==> config.mk <==
export PLATFORM = sky130hd
export DESIGN_NAME = mem_byte_assembler_t
export DESIGN_NICKNAME = d
export VERILOG_FILES = /design/src/rtl/mem_byte_assembler_t_pkg.sv /design/src/rtl/mem_byte_assembler_t.sv
export SDC_FILE = /design/constraint.sdc
export NUM_CORES = 1
export LEC_CHECK = 0
export CORE_ASPECT_RATIO = 0.8
export CORE_MARGIN = 8
export CORE_UTILIZATION = 46
export CTS_BUF_LIST = sky130_fd_sc_hd__clkbuf_16
export DETAILED_ROUTE_END_ITERATION = 10
export HOLD_SLACK_MARGIN = 0.05
export PLACE_DENSITY = 0.79
export SKIP_CTS_REPAIR_TIMING = 1
export SLEW_MARGIN = 20
export SYNTH_ARGS = -nofsm -noshare
export SYNTH_HDL_FRONTEND = slang
export SYNTH_SLANG_ARGS = --single-unit
==> constraint.sdc <==
create_clock -name clk_i -period 2.41 [get_ports clk_i]
set_input_delay 0.482 -clock clk_i [delete_from_list [all_inputs] [get_ports clk_i]]
set_output_delay 0.482 -clock clk_i [all_outputs]
set_load 0.02 [all_outputs]
==> src/rtl/mem_byte_assembler_t_pkg.sv <==
// Shared CPU package: address/byte widths, fetch window size and the
// byte-assembler state encoding.
`timescale 1ns/1ps
`ifndef BYTE
`define BYTE 8
`endif

package mem_byte_assembler_t_pkg;

    localparam int MEM_ADDR_SIZE_DEF = 16;
    localparam int FETCH_BYTES_DEF   = 3;

    typedef enum logic [1:0] {
        IDLE  = 2'd0,
        FETCH = 2'd1,
        RESP  = 2'd2
    } assembler_state_t;

endpackage

==> src/rtl/mem_byte_assembler_t.sv <==
// Assembles FETCH_BYTES consecutive memory bytes into one instruction window
// for the CPU, with a one-cycle read latency on the byte memory port.
`timescale 1ns/1ps
`ifndef BYTE
`define BYTE 8
`endif

module mem_byte_assembler_t
    import mem_byte_assembler_t_pkg::*;
#(
    parameter int FETCH_BYTES   = FETCH_BYTES_DEF,
    parameter int MEM_ADDR_SIZE = MEM_ADDR_SIZE_DEF
) (
    input  logic                           clk_i,
    input  logic                           rstn_i,
    input  logic                           req_valid_i,
    input  logic [MEM_ADDR_SIZE-1:0]       req_addr_i,
    output logic                           req_ready_o,
    output logic                           rsp_valid_o,
    output logic [FETCH_BYTES*`BYTE-1:0]   rsp_data_o,
    input  logic                           rsp_ready_i,
    input  logic                           flush_i,
    output logic                           mem_re_o,
    output logic [MEM_ADDR_SIZE-1:0]       mem_addr_o,
    input  logic [`BYTE-1:0]               mem_rdata_i
);

    localparam int CNT_W = $clog2(FETCH_BYTES + 1);
    localparam logic [CNT_W-1:0] ISSUE_END = CNT_W'(FETCH_BYTES);
    localparam logic [CNT_W-1:0] LAST_SLOT = CNT_W'(FETCH_BYTES - 1);

    assembler_state_t           state_reg;
    logic [MEM_ADDR_SIZE-1:0]   base_addr_reg;
    logic [CNT_W-1:0]           issue_cnt_reg;
    logic [CNT_W-1:0]           capture_cnt_reg;
    logic                       rd_pend_reg;
    logic [`BYTE-1:0]           slot_reg [FETCH_BYTES];

    logic reading;
    logic capture;

    // A read is in flight whenever the previous cycle strobed memory; its data
    // is only kept while still in FETCH and not being flushed.
    assign reading = (state_reg == FETCH) && (issue_cnt_reg < ISSUE_END);
    assign capture = (state_reg == FETCH) && rd_pend_reg && !flush_i;

    assign req_ready_o = rstn_i && (state_reg == IDLE) && !flush_i;
    assign rsp_valid_o = (state_reg == RESP);
    assign mem_re_o    = reading;
    assign mem_addr_o  = reading ? base_addr_reg + MEM_ADDR_SIZE'(issue_cnt_reg)
                                 : base_addr_reg;

    always_ff @(posedge clk_i) begin
        if (!rstn_i) begin
            state_reg       <= IDLE;
            base_addr_reg   <= '0;
            issue_cnt_reg   <= '0;
            capture_cnt_reg <= '0;
            rd_pend_reg     <= 1'b0;
        end else if (flush_i) begin
            state_reg       <= IDLE;
            issue_cnt_reg   <= '0;
            capture_cnt_reg <= '0;
            rd_pend_reg     <= 1'b0;
        end else begin
            rd_pend_reg <= reading;
            case (state_reg)
                IDLE: begin
                    if (req_valid_i) begin
                        base_addr_reg   <= req_addr_i;
                        issue_cnt_reg   <= '0;
                        capture_cnt_reg <= '0;
                        state_reg       <= FETCH;
                    end
                end
                FETCH: begin
                    if (reading) begin
                        issue_cnt_reg <= issue_cnt_reg + 1'b1;
                    end
                    if (capture) begin
                        capture_cnt_reg <= capture_cnt_reg + 1'b1;
                        if (capture_cnt_reg == LAST_SLOT) begin
                            state_reg <= RESP;
                        end
                    end
                end
                RESP: begin
                    if (rsp_ready_i) begin
                        state_reg <= IDLE;
                    end
                end
                default: state_reg <= IDLE;
            endcase
        end
    end

    // One register per window byte; the last window stays visible after hand-off.
    for (genvar gi = 0; gi < FETCH_BYTES; gi++) begin : g_slot
        always_ff @(posedge clk_i) begin
            if (!rstn_i) begin
                slot_reg[gi] <= '0;
            end else if (capture && (capture_cnt_reg == CNT_W'(gi))) begin
                slot_reg[gi] <= mem_rdata_i;
            end
        end
        assign rsp_data_o[gi*`BYTE +: `BYTE] = slot_reg[gi];
    end

endmodule
==> results_tabular.tex, run 1 <==
\begin{tabular}{lr}
\hline
Metric & Value \\
\hline
\multicolumn{2}{l}{\textbf{STA}} \\
\quad Worst clock skew on the final layout & 3.91 ps \\
\quad Setup-violating endpoint count in the final report & 3 \\
\quad Final count of pins violating max slew & 0 \\
\quad Final-report hold violation count & 0 \\
\quad Unrepaired setup endpoints after global routing & true \\
\quad Minimum hold slack & 484 ps \\
\quad Minimum clock period & 2470 ps \\
\quad Maximum clock frequency & 0.404 GHz \\
\quad Period utilization & 103\% \\
\quad Setup slack of the critical path after layout & -62.8 ps \\
\quad Final TNS setup & -98.3 ps \\
\quad Worst max-slew margin expressed relative to the limit & 67.4\% \\
\quad Slew at the pin closest to its max-slew limit & 486 ps \\
\multicolumn{2}{l}{\textbf{Power and ir drop}} \\
\quad Static Leak & 1.36 nW \\
\quad Gate power share & 13.3\% \\
\quad Power share of the clock group & 36.8\% \\
\quad Post-layout total power & 1.77 mW \\
\quad Net switching share of the total power & 22.8\% \\
\quad Switching power & 404 uW \\
\quad Worst IR drop on VDD & 307 uV \\
\quad Power per standard cell area & 522 mW/mm\^{}2 \\
\quad Cell Int Power & 1.37 mW \\
\quad Power share of the sequential group & 50.0\% \\
\multicolumn{2}{l}{\textbf{Floorplanning}} \\
\quad Number of standard-cell rows in the floorplan & 23 \\
\quad Width of the die & 95.1 um \\
\quad I/O Pins & 72 \\
\quad Initial cell density of the core & 46.8\% \\
\quad Die height & 79.3 um \\
\quad Die outline area & 0.00755 mm\^{}2 \\
\quad Floorplan core area & 0.00492 mm\^{}2 \\
\multicolumn{2}{l}{\textbf{Worst setup path}} \\
\quad Buffers plus inverters on the worst setup path & 1 \\
\quad Class of the most critical setup path & reg -> out \\
\quad Data arrival at the endpoint of the critical path & 1990 ps \\
\quad Delay of the slowest cell on the worst path & 440 ps \\
\quad Cell-by-cell listing of the critical path & ha\_1, nand4bb\_4, or3\_4, nor2\_4, xor2\_1, buf\_4 \\
\quad Data required time at the worst endpoint & 1930 ps \\
\quad CP Max Fanout & 4 \\
\quad Type of origin of the critical path & register \\
\quad CP Capture Type & output pin \\
\quad Top delay family on crit path & simple AND/OR/NAND/NOR gates \\
\quad Worst path slowest cell & sky130\_fd\_sc\_hd\_\_or3\_4 \\
\multicolumn{2}{l}{\textbf{Yosys}} \\
\quad Per-instance average area after synthesis & 10.2 um\^{}2 \\
\quad Distinct cells, synth & 38 \\
\quad Mapped Cells & 225 \\
\quad Top flip-flop cell by instance count after synthesis & sky130\_fd\_sc\_hd\_\_edfxtp\_1 \\
\quad Sequential-to-total area share from yosys stat & 51.2\% \\
\quad Async SR Flop Fraction & 0\% \\
\quad Number of enable-type register cells in the synthesized netlist & 24 \\
\quad Net Count, Synth & 261 \\
\quad Summed instance area of the synthesized netlist & 0.00230 mm\^{}2 \\
\quad Count of yosys warnings during synthesis & 0 \\
\quad Post-synthesis sequential element count & 47 \\
\multicolumn{2}{l}{\textbf{Placement}} \\
\quad PortBufs & 71 \\
\quad Detailed placement HPWL & 4410 um \\
\quad Post-placement cell count & 374 \\
\quad Gp weighted congestion & 0.815 \\
\multicolumn{2}{l}{\textbf{Clock tree}} \\
\quad TritonCTS sink count & 47 \\
\quad Clock buffer depth & 2 \\
\quad Source-to-sink clock delay at the later pin of the worst-skew pair & 280 ps \\
\quad Number of CTS-inserted buffers & 5 \\
\quad Clk root buf & sky130\_fd\_sc\_hd\_\_clkbuf\_16 \\
\quad H-tree depth & 2 \\
\quad Clock-pin slew of the registers on the worst-case setup and hold paths & 60 ps \\
\quad TritonCTS clock tree & done \\
\multicolumn{2}{l}{\textbf{Final layout}} \\
\quad Core occupancy in the finished layout & 68.9\% \\
\quad Net count, final & 355 \\
\quad Post-synthesis to final-layout area growth & 47.2\% \\
\quad Count of filler cells inserted in the layout & 384 \\
\quad Sequential cell area & 0.00118 mm\^{}2 \\
\quad Largest register FFs & 24 \\
\quad Share of cells above drive strength 1 & 20.3\% \\
\quad \# diodes & 0 \\
\quad Non-Filler Instances & 382 \\
\quad Multi-input gate area in the final layout & 0.00110 mm\^{}2 \\
\multicolumn{2}{l}{\textbf{Drt}} \\
\quad Iteration count of the initial detailed-routing pass & 4 \\
\quad Final routed wirelength across all metal layers & 5800 um \\
\quad DRC & 0 \\
\quad ANT nets after route & 0 \\
\quad Initial DRC count & 80 \\
\quad Avg Vias per Cell & 4.93 \\
\quad Vias after detailed routing & 1882 \\
\quad Avg WL per Cell & 15.2 um \\
\multicolumn{2}{l}{\textbf{GRT}} \\
\quad Global routing met1 resource utilization & 17.7\% \\
\quad Grt met2 use & 27.0\% \\
\quad Maximum number of pins on one net before global-route repair & 22 \\
\quad Antenna violations before repair & 0 \\
\quad Global-route wire length before repair & 9090 um \\
\quad Number of global-route vias before repair & 1908 \\
\quad Aggregate global routing overflow & 0 \\
\quad Busiest metal layer after global routing & met2 \\
\quad All-Layer GR Usage & 15.4\% \\
\quad Global-route track usage on met3 & 2.64\% \\
\multicolumn{2}{l}{\textbf{Job}} \\
\quad MaxCap Viol Count & 0 \\
\multicolumn{2}{l}{\textbf{Min path}} \\
\quad Hold crit path type & reg -> reg \\
\multicolumn{2}{l}{\textbf{Status}} \\
\quad Failing checks & negative setup slack \\
\quad Outcome & finished with violations \\
\hline
\end{tabular}
[cell usage in the layout (no fill, tap or decap), types with 2 or more instances in the layout]
cell type | Yosys | final
sky130_fd_sc_hd__clkdlybuf4s50_1 | 0 | 54
sky130_fd_sc_hd__nand2_1 | 45 | 45
sky130_fd_sc_hd__buf_4 | 0 | 33
sky130_fd_sc_hd__and2_1 | 26 | 26
sky130_fd_sc_hd__edfxtp_1 | 24 | 24
sky130_fd_sc_hd__dfxtp_1 | 23 | 20
sky130_fd_sc_hd__a21boi_0 | 13 | 13
sky130_fd_sc_hd__nor2_1 | 11 | 9
sky130_fd_sc_hd__xnor2_1 | 8 | 8
sky130_fd_sc_hd__inv_1 | 5 | 6
sky130_fd_sc_hd__xor2_1 | 6 | 6
sky130_fd_sc_hd__ha_1 | 6 | 5
sky130_fd_sc_hd__clkbuf_16 | 0 | 5
sky130_fd_sc_hd__nand4_1 | 4 | 4
sky130_fd_sc_hd__nand3_1 | 4 | 4
sky130_fd_sc_hd__and3_1 | 4 | 4
sky130_fd_sc_hd__a21oi_1 | 5 | 4
sky130_fd_sc_hd__dlymetal6s2s_1 | 0 | 4
sky130_fd_sc_hd__nor3_2 | 1 | 3
sky130_fd_sc_hd__nand2b_1 | 3 | 3
sky130_fd_sc_hd__nor3_1 | 6 | 3
sky130_fd_sc_hd__a21boi_1 | 3 | 3
sky130_fd_sc_hd__dfxtp_2 | 0 | 3
sky130_fd_sc_hd__clkbuf_2 | 1 | 3
sky130_fd_sc_hd__nor2_2 | 2 | 2
sky130_fd_sc_hd__nor2_4 | 0 | 2
sky130_fd_sc_hd__mux2_2 | 2 | 2
sky130_fd_sc_hd__a22oi_1 | 2 | 2
sky130_fd_sc_hd__o21ai_0 | 2 | 2
[metal layers]
metal | wire length, um | vias to the layer above
met5 | 0 | -
met4 | 87 | 0
met3 | 256 | 7
met2 | 3090 | 38
met1 | 2360 | 884
li1 | - | 953
[per-stage QoR]
step,area [um^2],setup WS [ps]
floorplan,2300,93.3
global placement,3220,-293
detailed placement,3220,-337
CTS,3360,-654
global route,3390,-127
finish,3390,-62.8
[power groups by stage]
stage               clock network [mW]  logic (mW)  registers, mW
floorplan                            0      0.0812          0.920
global placement                     0       0.237          0.899
detailed placement                   0       0.241          0.901
CTS                              0.659       0.242          0.883
global route                     0.703       0.253          0.887
finish                           0.651       0.235          0.884
[logic make-up after synthesis]
kind of cell,share of synthesized area (%)
buf+inv,3.20
mux,0.977
compound gates,7.76
flops,51.2
simple gates,27.4
fa+ha+maj,4.13
xor+xnor,5.32
[tightest hold or removal path: cells and delay by family, from the launching register on]
kind            cells  cell delay [ps]
compound gates      1               60
flops               1              320
simple gates        1               50
[Yosys cell counts (2+ instances only)]
cell type                  number  area share (%)
sky130_fd_sc_hd__a21boi_0      13             4.2
sky130_fd_sc_hd__a21boi_1       3            0.98
sky130_fd_sc_hd__a21oi_1        5             1.1
sky130_fd_sc_hd__a22oi_1        2            0.65
sky130_fd_sc_hd__and2_1        26             7.1
sky130_fd_sc_hd__and3_1         4             1.1
sky130_fd_sc_hd__buf_6          3             1.5
sky130_fd_sc_hd__clkbuf_1       3            0.49
sky130_fd_sc_hd__dfxtp_1       23              20
sky130_fd_sc_hd__edfxtp_1      24              31
sky130_fd_sc_hd__ha_1           6             3.3
sky130_fd_sc_hd__inv_1          5            0.81
sky130_fd_sc_hd__mux2_2         2            0.98
sky130_fd_sc_hd__nand2_1       45             7.3
sky130_fd_sc_hd__nand2b_1       3            0.81
sky130_fd_sc_hd__nand3_1        4            0.87
sky130_fd_sc_hd__nand4_1        4             1.1
sky130_fd_sc_hd__nor2_1        11             1.8
sky130_fd_sc_hd__nor2_2         2            0.54
sky130_fd_sc_hd__nor3_1         6             1.3
sky130_fd_sc_hd__o21ai_0        2            0.43
sky130_fd_sc_hd__xnor2_1        8             3.0
sky130_fd_sc_hd__xor2_1         6             2.3
[path summary, 6_finish.rpt]
kind | endpoint | startpoint | cells past startpoint | slack [ps]
max | mem_addr_o[13] | issue_cnt_reg[0]$_SDFFE_PP0P_ | 6 | -60
min | base_addr_reg[15]$_SDFFE_PN0P_ | base_addr_reg[15]$_SDFFE_PN0P_ | 2 | 480
max reg2reg | slot_reg[2][2]$_SDFFCE_PN0P_ | state_reg[0]$_SDFFE_PP0P_ | 5 | 590
min reg2reg | base_addr_reg[15]$_SDFFE_PN0P_ | base_addr_reg[15]$_SDFFE_PN0P_ | 2 | 480
[cell type report]
class | instances | share of cell area (%)
Tap cell | 62 | 2.29
Timing Repair Buffer | 95 | 25.5
Sequential cell | 47 | 34.9
Clock buffer | 5 | 3.69
Inverter | 5 | 0.553
Multi-Input combinational cell | 165 | 32.6
Clock inverter | 3 | 0.480
No activity file was read; power rests on OpenSTA's default activity.
==> run 2, diff against run 1 <==
- CTS_CLUSTER_SIZE: not set -> 28
==> results of run 2 <==
The final DEF is identical to that of run 1; final timing and power are the same.
